`src/rtl/lock_supervisor.sv`:
```
// Supervisor downstream of the serial-code lock FSM: timed door release,
// consecutive-failure counting and a timed lockout with siren.
module lock_supervisor #(
  parameter int unsigned UNLOCK_CYCLES  = 8,
  parameter int unsigned MAX_FAILS      = 3,
  parameter int unsigned LOCKOUT_CYCLES = 16,
  parameter int unsigned FAIL_W         = 2,
  parameter int unsigned TMR_W          = 5
) (
  input  logic              clk,
  input  logic              reset,
  input  logic              lock_ok,
  input  logic              alarm_in,
  input  logic              clear,
  output logic              door_open,
  output logic              siren,
  output logic              lockout,
  output logic [FAIL_W-1:0] fail_count
);

  typedef enum logic [1:0] {
    IDLE    = 2'd0,
    OPEN    = 2'd1,
    LOCKOUT = 2'd2
  } state_t;

  localparam logic [TMR_W-1:0]  UNLOCK_LOAD  = TMR_W'(UNLOCK_CYCLES - 1);
  localparam logic [TMR_W-1:0]  LOCKOUT_LOAD = TMR_W'(LOCKOUT_CYCLES - 1);
  localparam logic [TMR_W-1:0]  TMR_ZERO     = {TMR_W{1'b0}};
  localparam logic [TMR_W-1:0]  TMR_ONE      = TMR_W'(1);
  localparam logic [FAIL_W-1:0] FAIL_MAX     = FAIL_W'(MAX_FAILS);
  localparam logic [FAIL_W-1:0] FAIL_ZERO    = {FAIL_W{1'b0}};
  localparam logic [FAIL_W-1:0] FAIL_ONE     = FAIL_W'(1);

  // Saturating increment so the counter can never pass MAX_FAILS or wrap.
  function automatic logic [FAIL_W-1:0] fail_inc(input logic [FAIL_W-1:0] cnt);
    logic [FAIL_W-1:0] res;
    if (cnt >= FAIL_MAX) begin
      res = FAIL_MAX;
    end else begin
      res = cnt + FAIL_ONE;
    end
    return res;
  endfunction

  state_t            state_r, state_nxt_s;
  logic [TMR_W-1:0]  timer_r, timer_nxt_s;
  logic [FAIL_W-1:0] fail_r, fail_nxt_s;
  logic [FAIL_W-1:0] fail_up_s;
  logic              hit_max_s;
  logic              door_open_r, siren_r, lockout_r;

  // Next-state, timer and counter logic; clear outranks alarm_in outranks lock_ok.
  always_comb begin
    state_nxt_s = state_r;
    timer_nxt_s = timer_r;
    fail_nxt_s  = fail_r;
    fail_up_s   = fail_inc(fail_r);
    hit_max_s   = (fail_up_s == FAIL_MAX);
    if (clear) begin
      state_nxt_s = IDLE;
      timer_nxt_s = TMR_ZERO;
      fail_nxt_s  = FAIL_ZERO;
    end else begin
      case (state_r)
        IDLE: begin
          if (alarm_in) begin
            fail_nxt_s = fail_up_s;
            if (hit_max_s) begin
              state_nxt_s = LOCKOUT;
              timer_nxt_s = LOCKOUT_LOAD;
            end else begin
              state_nxt_s = IDLE;
            end
          end else if (lock_ok) begin
            state_nxt_s = OPEN;
            timer_nxt_s = UNLOCK_LOAD;
            fail_nxt_s  = FAIL_ZERO;
          end else begin
            state_nxt_s = IDLE;
          end
        end
        OPEN: begin
          if (alarm_in) begin
            fail_nxt_s = fail_up_s;
            if (hit_max_s) begin
              state_nxt_s = LOCKOUT;
              timer_nxt_s = LOCKOUT_LOAD;
            end else begin
              state_nxt_s = IDLE;
              timer_nxt_s = TMR_ZERO;
            end
          end else if (lock_ok) begin
            // Retrigger wins over expiry so door_open has no gap.
            timer_nxt_s = UNLOCK_LOAD;
          end else if (timer_r == TMR_ZERO) begin
            state_nxt_s = IDLE;
          end else begin
            timer_nxt_s = timer_r - TMR_ONE;
          end
        end
        LOCKOUT: begin
          if (timer_r == TMR_ZERO) begin
            state_nxt_s = IDLE;
            fail_nxt_s  = FAIL_ZERO;
          end else begin
            timer_nxt_s = timer_r - TMR_ONE;
          end
        end
        default: begin
          state_nxt_s = IDLE;
          timer_nxt_s = TMR_ZERO;
          fail_nxt_s  = FAIL_ZERO;
        end
      endcase
    end
  end

  // State, timer, counter and outputs, all registered from next-state values.
  always_ff @(posedge clk or negedge reset) begin
    if (!reset) begin
      state_r     <= IDLE;
      timer_r     <= TMR_ZERO;
      fail_r      <= FAIL_ZERO;
      door_open_r <= 1'b0;
      siren_r     <= 1'b0;
      lockout_r   <= 1'b0;
    end else begin
      state_r     <= state_nxt_s;
      timer_r     <= timer_nxt_s;
      fail_r      <= fail_nxt_s;
      door_open_r <= (state_nxt_s == OPEN);
      siren_r     <= (state_nxt_s == LOCKOUT);
      lockout_r   <= (state_nxt_s == LOCKOUT);
    end
  end

  assign door_open  = door_open_r;
  assign siren      = siren_r;
  assign lockout    = lockout_r;
  assign fail_count = fail_r;

endmodule

```
`config.mk`:
```
export PLATFORM = sky130hd
export DESIGN_NAME = lock_supervisor
export DESIGN_NICKNAME = d
export VERILOG_FILES = /design/src/rtl/lock_supervisor.sv
export SDC_FILE = /design/constraint.sdc
export NUM_CORES = 1
export LEC_CHECK = 0
export ABC_CLOCK_PERIOD_IN_PS = 4700
export CORE_AREA = 4 4 41 43
export DETAILED_ROUTE_END_ITERATION = 16
export DIE_AREA = 0 0 45 47
export DONT_BUFFER_PORTS = 1
export PLACE_DENSITY = 0.78
export SETUP_SLACK_MARGIN = 0.2
export SYNTH_ARGS = -nofsm -noshare
export SYNTH_HDL_FRONTEND = slang
export SYNTH_SLANG_ARGS = --single-unit
```
`constraint.sdc`:
```
create_clock -name clk -period 4.7 [get_ports clk]
set_input_delay 1.175 -clock clk [delete_from_list [all_inputs] [get_ports clk]]
set_output_delay 1.175 -clock clk [all_outputs]
set_load 0.1 [all_outputs]
```
Word-level counts from Yosys, hierarchy flattened
Cells that the tools add are included.
Cells by class
  muxes and demuxes: 24
  $add $sub $neg: 2
  $lt $le $gt $ge: 1
  reduce and logical (&&, ||, !) cells: 4
  eq/ne operators: 9
Operators with widths (number)
  5-bit two-way mux: 7
  2-bit two-way mux: 12
  5-bit case mux with 3 select lines: 1
  2-bit case mux with 3 select lines: 2
  4-bit != test, second input constant: 2
  2-bit equality test, second input constant: 3
  3-bit != test, second input constant: 2
  5-bit zero test: 1
  5-bit by 1-bit subtractor with 5-bit output, second input constant: 1
  2-bit by 1-bit equality test with 1-bit output, second input constant: 2
  4-bit two-way mux: 1
  3-bit AND reduction: 1
  2-bit by 1-bit adder with 2-bit output, second input constant: 1
  2-bit greater-or-equal comparator, second input constant: 1
  2-bit zero test: 1
  2-bit AND reduction: 1
  1-bit two-way mux: 1
Word-level totals
  output and inout port bits: 5
  word-level logic and storage cells: 45
  register bits: 11

Longest topological paths before layout
Gate-level depths: netlist of run 1.
  word-level depth: 8
  mapped depth: 6
  depth with buffers taken out: 6

Worst setup path after synthesis of run 1
OpenSTA, ideal clock, no wires.
  path kind: register -> output
  from: register lockout (netlist name)
  to: output port siren
  setup slack: 2201 ps
  required time: 3525 ps
  arrival: 1324 ps
  path buffers: 1
  stages on the path, launching flop included: 2
  cell sequence: dfrtp_1 -> buf_4
RTL lines
  end, declared: RTL line 16  | output logic siren,

==> results of run 1 <==
-- sequential cells by signal, summed over array words and instances, names as in the netlist --
name	flops
lockout	1
door_open	1
fail_count	2
state_r	2
timer_r	5
-- cell usage after synthesis (2+ instances only) --
cell type,n,area (µm²)
inv_1,5,18.8
nor2b_1,4,25.0
nor3_1,2,10.0
a31oi_1,4,25.0
clkbuf_1,2,7.51
nor4_1,2,12.5
nand2_1,3,11.3
a21oi_1,6,30.0
o22ai_1,2,12.5
nand2b_1,4,25.0
nor2_1,2,7.51
dfrtp_1,11,275
-- cells by family after synthesis --
group / Yosys count / synth area share, %
XOR/XNOR: 1 / 1.27
flip-flops: 11 / 39.8
AND/OR/NAND/NOR: 21 / 21.5
buffers and inverters: 10 / 7.23
adder cells (fa/ha/maj): 1 / 1.81
AO/OA/AOI/OAI: 24 / 24.8
multiplexers: 2 / 3.62
-- final timing paths --
kind	from	end	slack, ns
max reg2reg	fail_count[1]	timer_r[3]	2.75
max in group asynchronous	reset	lockout	4.03
min reg2reg	timer_r[4]	timer_r[4]	0.56
min	timer_r[4]	timer_r[4]	0.56
min in group asynchronous	reset	lockout	0.60
max	lockout	siren	2.26
-- layout make-up --
class	instances	area, µm²
clock buffers	4	26.3
fillers	129	594
flip-flops and latches	11	277
multi-input cells	49	367
inverters	5	18.8
well taps	15	18.8
-- stage by stage --
stage / std cells / hold WS (ns)
5_1_grt: 84 / 0.574
3_5_place_dp: 80 / 0.548
3_3_place_gp: 80 / 0.535
4_1_cts: 84 / 0.564
6_report: 84 / 0.565
2_1_floorplan: 70 / 0.502
-- routing by layer --
metal	part of all wire, %	routed length, µm
met3	4.8	64
met1	51	672
met2	44	579
met4	1.1	14
met5	0	0
-- where the power goes --
part | total, µW | switching, µW | internal [µW]
clock network | 63.2 | 30.4 | 32.8
registers | 130 | 27.6 | 102
logic | 46.6 | 24.4 | 22.2
-- layout by cell type, fill, tap and decap left out, drive strengths merged, types with 2 or more instances in the layout --
master,count
a211oi,2
a21oi,6
a31oi,4
clkbuf,4
dfrtp,11
inv,5
nand2,3
nand2b,4
nor2,2
nor2b,4
nor3,2
nor4,3
o21ai,2
o22ai,2
==> results.json, run 1 <==
{
  "max_slew_margin_pct": 34.6,
  "grt_use_met3_pct": 3.83,
  "final_nets": 76,
  "yosys_register_bits": 11,
  "leakage_uw": 0.000289,
  "cts-htree-levels": 1,
  "drt_iter0_drc": 8,
  "wl_per_cell_um": 15.8,
  "cp_max_fo": 2,
  "finalPower_uw": 239,
  "cp.depth": 0,
  "root_buffer": "clkbuf_4",
  "startpoint_type": "flip-flop",
  "tns_ns": 0,
  "grt.total_usage_pct": 14.9,
  "synth_edf_count": 0,
  "syn_inst": 70,
  "ir_drop_v": 0.000225,
  "grt_util_met2_pct": 22.3,
  "yosys.cell_types.count": 35,
  "via_per_inst": 6.14,
  "rows": 13,
  "critPathKind": "flip-flop to output pin",
  "antennaDiodeCount": 0,
  "cts_resized": 0,
  "yosysSeqAreaShare_pct": 39.8,
  "use_met1_pct": 20.8,
  "cts_num_sinks": 11,
  "rsz0062_at_grt": "false",
  "crit_arrival_ns": 1.26,
  "clkTransAtPathRegs_ns": 0.07,
  "antenna_found_initial": 0,
  "power.density_nw_per_um2": 339,
  "finalCritPeriodShare_pct": 51.8,
  "synthFlopType": "dfrtp_1",
  "boundaryPins": 10,
  "async_reset_ff_share_pct": 100,
  "first_global_vias": 538,
  "ant_nets": 0,
  "critPathRequiredTime_ns": 3.52,
  "grt_max_degree": 13,
  "finalCriticalPeriod_ns": 2.44,
  "utilization_pct": 54.3,
  "dpl_cell_area_um2": 681,
  "finalWorstSetupSlack_ns": 2.26,
  "grt_pass1_wl_um": 2300,
  "syn_avg_cell_area_um2": 9.88,
  "gp_congestion": 0.749,
  "cts_buffers": 3,
  "cts_tree": "done",
  "top_usage_layer": "met2",
  "die_area_um2": 2120,
  "reg2reg_depth": 4,
  "design_area_um2": 707,
  "fp.dieW_um": 45,
  "worstMarginPinSlew_ns": 0.981,
  "die_h_um": 47,
  "setup_violations": 0,
  "timing.fmax_mhz": 410,
  "wl_um": 1330,
  "coreArea_um2": 1300,
  "layout-drive-gt1-share_pct": 17.4,
  "post_cts_buffers": 0,
  "dr.pass1.iters": 4,
  "hold_viol_final": 0,
  "cp-end-kind": "output pin",
  "vias": 516,
  "drv.max_cap_violation_count": 0,
  "hold_path.class": "flip-flop to flip-flop",
  "ys.warnings.count": 0,
  "initial_core_util_pct": 53.2,
  "status": "complete, no violations",
  "syn_to_final_growth_pct": 2.17,
  "syn_nets": 76,
  "clockBufferDepth": 2,
  "holdBufCountCts": 0,
  "overflow": 0,
  "clock_latency_ns": 0.26,
  "pre_cts_ws_ns": 2.50,
  "syn_area_um2": 692,
  "port_buffers": 0,
  "drc": 0,
  "hpwl_um": 1010,
  "finClkSkew_ns": 0.000936,
  "hold_depth": 1,
  "slew_violations": 0
}
(Power assumes the default switching activity.)
==> run 2, diff against run 1 <==
--- a/config.mk
+++ b/config.mk
@@ -5,7 +5,7 @@
 export SDC_FILE = /design/constraint.sdc
 export NUM_CORES = 1
 export LEC_CHECK = 0
-export ABC_CLOCK_PERIOD_IN_PS = 4700
+export ABC_CLOCK_PERIOD_IN_PS = 2400
 export CORE_AREA = 4 4 41 43
 export DETAILED_ROUTE_END_ITERATION = 16
 export DIE_AREA = 0 0 45 47
==> constraint.sdc (replaced) <==
create_clock -name clk -period 2.4 [get_ports clk]
set_input_delay 0.6 -clock clk [delete_from_list [all_inputs] [get_ports clk]]
set_output_delay 0.6 -clock clk [all_outputs]
set_load 0.1 [all_outputs]
==> run 2 against run 1 <==
Net effect: design area grew 8.5%; count of clock-buffer cells in the layout is the same; sequential power grew 68%; critical path depth grew 6; hold slack lost 0.54 ns; via count grew 5.6%; clock power grew 98%; largest cell class unchanged; non-clock buffer count grew 6; largest power group unchanged; clock skew grew 0.00091 ns; register-to-register slack lost 2.1 ns; routed wire length grew 2.9%; critical path type is now flip-flop to flip-flop; global-route usage grew 2.3 points.
==> results.json, run 2 (same netlist as run 1, synthesis figures left out) <==
{
  "status": "complete, no violations",
  "clockBufferDepth": 2,
  "multi_input_area_um2": 367,
  "wl_per_cell_um": 15.2,
  "num-fill-cells": 128,
  "slew_violations": 0,
  "finalCritPeriodShare_pct": 72.5,
  "cts_tree": "done",
  "crit_arrival_ns": 1.92,
  "top_register": "timer_r",
  "drt_iter0_drc": 10,
  "max_slew_margin_pct": 72.0,
  "holdWs_ns": 0.0220,
  "layout-drive-gt1-share_pct": 22.7,
  "grt.total_usage_pct": 17.2,
  "finalWorstSetupSlack_ns": 0.660,
  "coreArea_um2": 1300,
  "cts-htree-levels": 1,
  "ant_nets": 0,
  "rsz0062_at_grt": "false",
  "antennaDiodeCount": 0,
  "antenna_found_initial": 0,
  "worstMarginPinSlew_ns": 0.417,
  "initial_core_util_pct": 53.2,
  "finClkSkew_ns": 0.00185,
  "cp_max_fo": 5,
  "die_h_um": 47,
  "largest_register_ffs": 5,
  "fp.dieW_um": 45,
  "grt_max_degree": 13,
  "power.density_nw_per_um2": 626,
  "overflow": 0,
  "vias": 545,
  "first_global_vias": 574,
  "drv.max_cap_violation_count": 0,
  "critPathRequiredTime_ns": 2.58,
  "boundaryPins": 10,
  "setup_violations": 0,
  "final_nets": 82,
  "grt_pass1_wl_um": 2550,
  "timing.fmax_mhz": 575,
  "port_buffers": 0,
  "clkTransAtPathRegs_ns": 0.07,
  "die_area_um2": 2120,
  "finalCriticalPeriod_ns": 1.74,
  "leakage_uw": 0.000322,
  "post_cts_buffers": 0,
  "pre_cts_ws_ns": 0.662,
  "hold_viol_final": 0,
  "via_per_inst": 6.06,
  "regArea_um2": 277,
  "ir_drop_v": 0.000343,
  "dr.pass1.iters": 2,
  "cts_num_sinks": 11,
  "clock_latency_ns": 0.27,
  "cts_buffers": 3,
  "critPathKind": "flip-flop to flip-flop",
  "startpoint_type": "flip-flop",
  "syn_to_final_growth_pct": 10.8,
  "drc": 0,
  "wl_um": 1370,
  "gp_congestion": 0.811,
  "final_cell_mix": "10 x dfrtp_1, 6 x a21oi_1, 5 x inv_1",
  "root_buffer": "clkbuf_4",
  "utilization_pct": 58.9,
  "tns_ns": 0,
  "rows": 13,
  "hold_path.class": "primary input to asynchronous set/reset pin",
  "cp-end-kind": "flip-flop",
  "layout_commonest_cell": "dfrtp_1",
  "hpwl_um": 1040
}
[run 2: cell types whose count changed in the layout (fill, tap and decap cells not counted)]
cell | previous run | this run
buf_4 | 0 | 4
dlygate4sd3_1 | 0 | 1
buf_12 | 0 | 1
[run 2: worst max-delay path, cell delays in order (launching register included)]
cell      delay (ns)
dfrtp_1         0.38
inv_1           0.11
ha_1            0.24
nor4b_2         0.39
o32a_2          0.24
a21oi_1         0.07
a211oi_1        0.22
[run 2: final timing paths]
kind	from	cells past startpoint	slack, ns	endpoint
max	timer_r[1]	6	0.66	fail_count[1]
min	reset	0	0.02	lockout
max reg2reg	timer_r[1]	6	0.66	fail_count[1]
min reg2reg	timer_r[4]	1	0.58	timer_r[4]
max in group asynchronous	reset	1	1.60	timer_r[3]
min in group clk	clear	1	0.38	timer_r[1]
[run 2: area by class of cell]
type	count	share of cell area, %
well taps	15	2.45
multi-input cells	49	47.8
inverters	5	2.45
repair buffers	6	7.83
flip-flops and latches	11	36.1
clock buffers	4	3.43
[run 2: stage by stage]
stage | total power, µW | area [µm²] | std cells
5_1_grt | 514 | 767 | 90
3_3_place_gp | 351 | 731 | 85
2_1_floorplan | 334 | 692 | 70
3_5_place_dp | 356 | 731 | 85
4_1_cts | 483 | 757 | 89
6_report | 480 | 767 | 90
[run 2: where the power goes]
part | switching, µW | leakage (µW) | internal (µW) | total, µW
Clock | 60.7 | 0.0000150 | 64.3 | 125
Combinational | 85.2 | 0.000164 | 51.6 | 137
Sequential | 17.9 | 0.000143 | 200 | 218
Total | 164 | 0.000322 | 316 | 480
[run 2: repair_timing]
item,CTS,global route
hold buffers,0,1
gates resized for setup,0,0
hold endpoints to repair,0,5
[run 2: metal layers]
metal	part of all wire [%]	up-vias	wire, µm	GRT usage [%]
met4	2.1	0	29	10.5
met2	48	11	652	28.2
met5	0	-	0	0
met3	4.2	4	57	4.21
met1	46	257	628	20.2
li1	-	273	-	-
==> run 3, diff against run 2 <==
--- a/config.mk
+++ b/config.mk
@@ -5,10 +5,10 @@
 export SDC_FILE = /design/constraint.sdc
 export NUM_CORES = 1
 export LEC_CHECK = 0
-export ABC_CLOCK_PERIOD_IN_PS = 2400
-export CORE_AREA = 4 4 41 43
+export ABC_CLOCK_PERIOD_IN_PS = 1400
+export CORE_AREA = 4 4 42 44
 export DETAILED_ROUTE_END_ITERATION = 16
-export DIE_AREA = 0 0 45 47
+export DIE_AREA = 0 0 46 48
 export DONT_BUFFER_PORTS = 1
 export PLACE_DENSITY = 0.78
 export SETUP_SLACK_MARGIN = 0.2
==> constraint.sdc (replaced) <==
create_clock -name clk -period 1.4 [get_ports clk]
set_input_delay 0.35 -clock clk [delete_from_list [all_inputs] [get_ports clk]]
set_output_delay 0.35 -clock clk [all_outputs]
set_load 0.1 [all_outputs]
==> run 3 against run 2 <==
Net effect: the run now ends with setup timing left; power is 96% higher; fmax is 14% higher; sequential cell count stayed put; non-clock buffer count is 6 higher; critical path type unchanged.
==> results.json, run 3 (same netlist as run 1, synthesis figures left out) <==
{
  "status": "complete, but fails checks",
  "violations": "setup timing",
  "cts-htree-levels": 1,
  "ant_nets": 0,
  "worstMarginPinSlew_ns": 0.525,
  "wl_per_cell_um": 17.1,
  "final_cell_mix": "7 x buf_4, 6 x dfrtp_1, 5 x a21oi_1",
  "reg2reg_depth": 6,
  "cts_tree": "done",
  "timing.fmax_mhz": 654,
  "dpl_cell_area_um2": 803,
  "hpwl_um": 1190,
  "ir_drop_v": 0.000741,
  "cp.depth": 6,
  "first_global_vias": 614,
  "rsz0062_at_grt": "true",
  "p_comb_share_pct": 31.8,
  "crit_buf_inv": 1,
  "leakage_uw": 0.000363,
  "p_switching_uw": 331,
  "layout_commonest_cell": "buf_4",
  "cts_num_sinks": 11,
  "critPathKind": "flip-flop to flip-flop",
  "slew_violations": 0,
  "clkTransAtPathRegs_ns": 0.07,
  "holdWs_ns": 0.128,
  "top_usage_layer": "met2",
  "boundaryPins": 10,
  "via_per_inst": 6.09,
  "design_area_um2": 911,
  "coreArea_um2": 1440,
  "regArea_um2": 292,
  "die_h_um": 48,
  "rr_endpoint": "timer_r[1]",
  "seqPwrFrac_pct": 44.5,
  "hold_path.class": "primary input to flip-flop",
  "cp-end-kind": "flip-flop",
  "cp_max_fo": 5,
  "r2r_start": "timer_r[0]",
  "max_slew_margin_pct": 64.9,
  "finalCritPeriodShare_pct": 109,
  "finClkSkew_ns": 0.00114,
  "p_clk_share_pct": 23.7,
  "grt_util_met2_pct": 28.0,
  "initial_core_util_pct": 48.2,
  "num-fill-cells": 109,
  "utilization_pct": 63.4,
  "cp_top_family": "simple AND/OR/NAND/NOR gates",
  "cts_buffers": 3,
  "critPathRequiredTime_ns": 1.59,
  "antennaDiodeCount": 0,
  "antenna_found_initial": 0,
  "fin_cells": 97,
  "multi_input_area_um2": 422,
  "drc": 0,
  "top_register": "timer_r",
  "dr.pass1.iters": 4,
  "power.density_nw_per_um2": 1030,
  "wl_um": 1660,
  "die_area_um2": 2210,
  "root_buffer": "clkbuf_4",
  "drv.max_cap_violation_count": 0,
  "startpoint_type": "flip-flop",
  "vias": 591,
  "crit_arrival_ns": 1.72,
  "layout-drive-gt1-share_pct": 43.2,
  "hold_viol_final": 0,
  "internal_power_uw": 612,
  "largest_register_ffs": 5,
  "finalCriticalPeriod_ns": 1.53,
  "grt_pass1_wl_um": 2770,
  "port_buffers": 0,
  "r2r_setup_slack_ns": -0.13,
  "crit_slowest_cell": "or4b_4",
  "grt_use_met3_pct": 5.26,
  "switching_share_pct": 35.1,
  "syn_to_final_growth_pct": 31.6,
  "use_met1_pct": 22.1,
  "grt.total_usage_pct": 18.8,
  "dpl.cell_count": 90,
  "final_nets": 88,
  "worstSetupEndpoint": "timer_r[1]",
  "overflow": 0,
  "cp-startpoint": "timer_r[0]",
  "setup_violations": 9,
  "rows": 14,
  "finalWorstSetupSlack_ns": -0.129,
  "gp_congestion": 0.857,
  "fp.dieW_um": 46,
  "clockBufferDepth": 2,
  "clock_latency_ns": 0.27,
  "slowest_delay_ns": 0.50,
  "grt_max_degree": 13,
  "drt_iter0_drc": 8,
  "path_cells": "inv_2 > ha_4 > or4b_4 > nand2_1 > a31oi_1 > a211oi_2"
}
-- run 3: cell count changes in the layout (fill, tap and decap cells not counted), sizes merged --
cell,before,now
buf,5,11
-- run 3: power by group through the flow --
stage	Combinational (µW)	Clock, µW	Sequential, µW
2_1_floorplan	175	0	428
3_3_place_gp	244	0	417
3_5_place_dp	249	0	418
4_1_cts	287	233	418
5_1_grt	326	254	424
6_report	300	223	419
-- run 3: final cells by class --
class | count | area share [%]
well taps | 16 | 2.20
repair buffers | 12 | 14.6
multi-input cells | 49 | 46.3
inverters | 5 | 2.06
flip-flops and latches | 11 | 32.0
clock buffers | 4 | 2.88
-- run 3: worst min-delay path by stage --
stage / startpoint / endpoint / cells past startpoint
2_1_floorplan: reset / door_open / 0
3_3_place_gp: reset / fail_count[1] / 0
3_5_place_dp: reset / fail_count[1] / 0
4_1_cts: clear / fail_count[0] / 1
5_1_grt: clear / fail_count[0] / 1
6_report: clear / state_r[1] / 1
-- run 3: routing by layer --
layer,up-vias,wire length [µm]
li1,283,-
met3,9,77
met5,-,0
met4,0,74
met1,280,719
met2,19,787
-- run 3: what timing repair did --
item,in CTS,in global routing
endpoints found under the setup margin,16,16
hold buffers,1,0
hold endpoints to repair,11,0
pin swaps,3,4
resized for setup,11,3
setup buffers,1,1
-- run 3: per-stage QoR --
| stage | TNS [ns] | power [µW] | setup slack (ns) |
|---|---|---|---|
| after floorplan | -0.561 | 603 | -0.156 |
| after global placement | -0.463 | 661 | -0.123 |
| after detailed placement | -0.610 | 667 | -0.132 |
| after CTS | -0.649 | 937 | -0.150 |
| after global routing | -1.27 | 1000 | -0.228 |
| final | -0.562 | 942 | -0.129 |
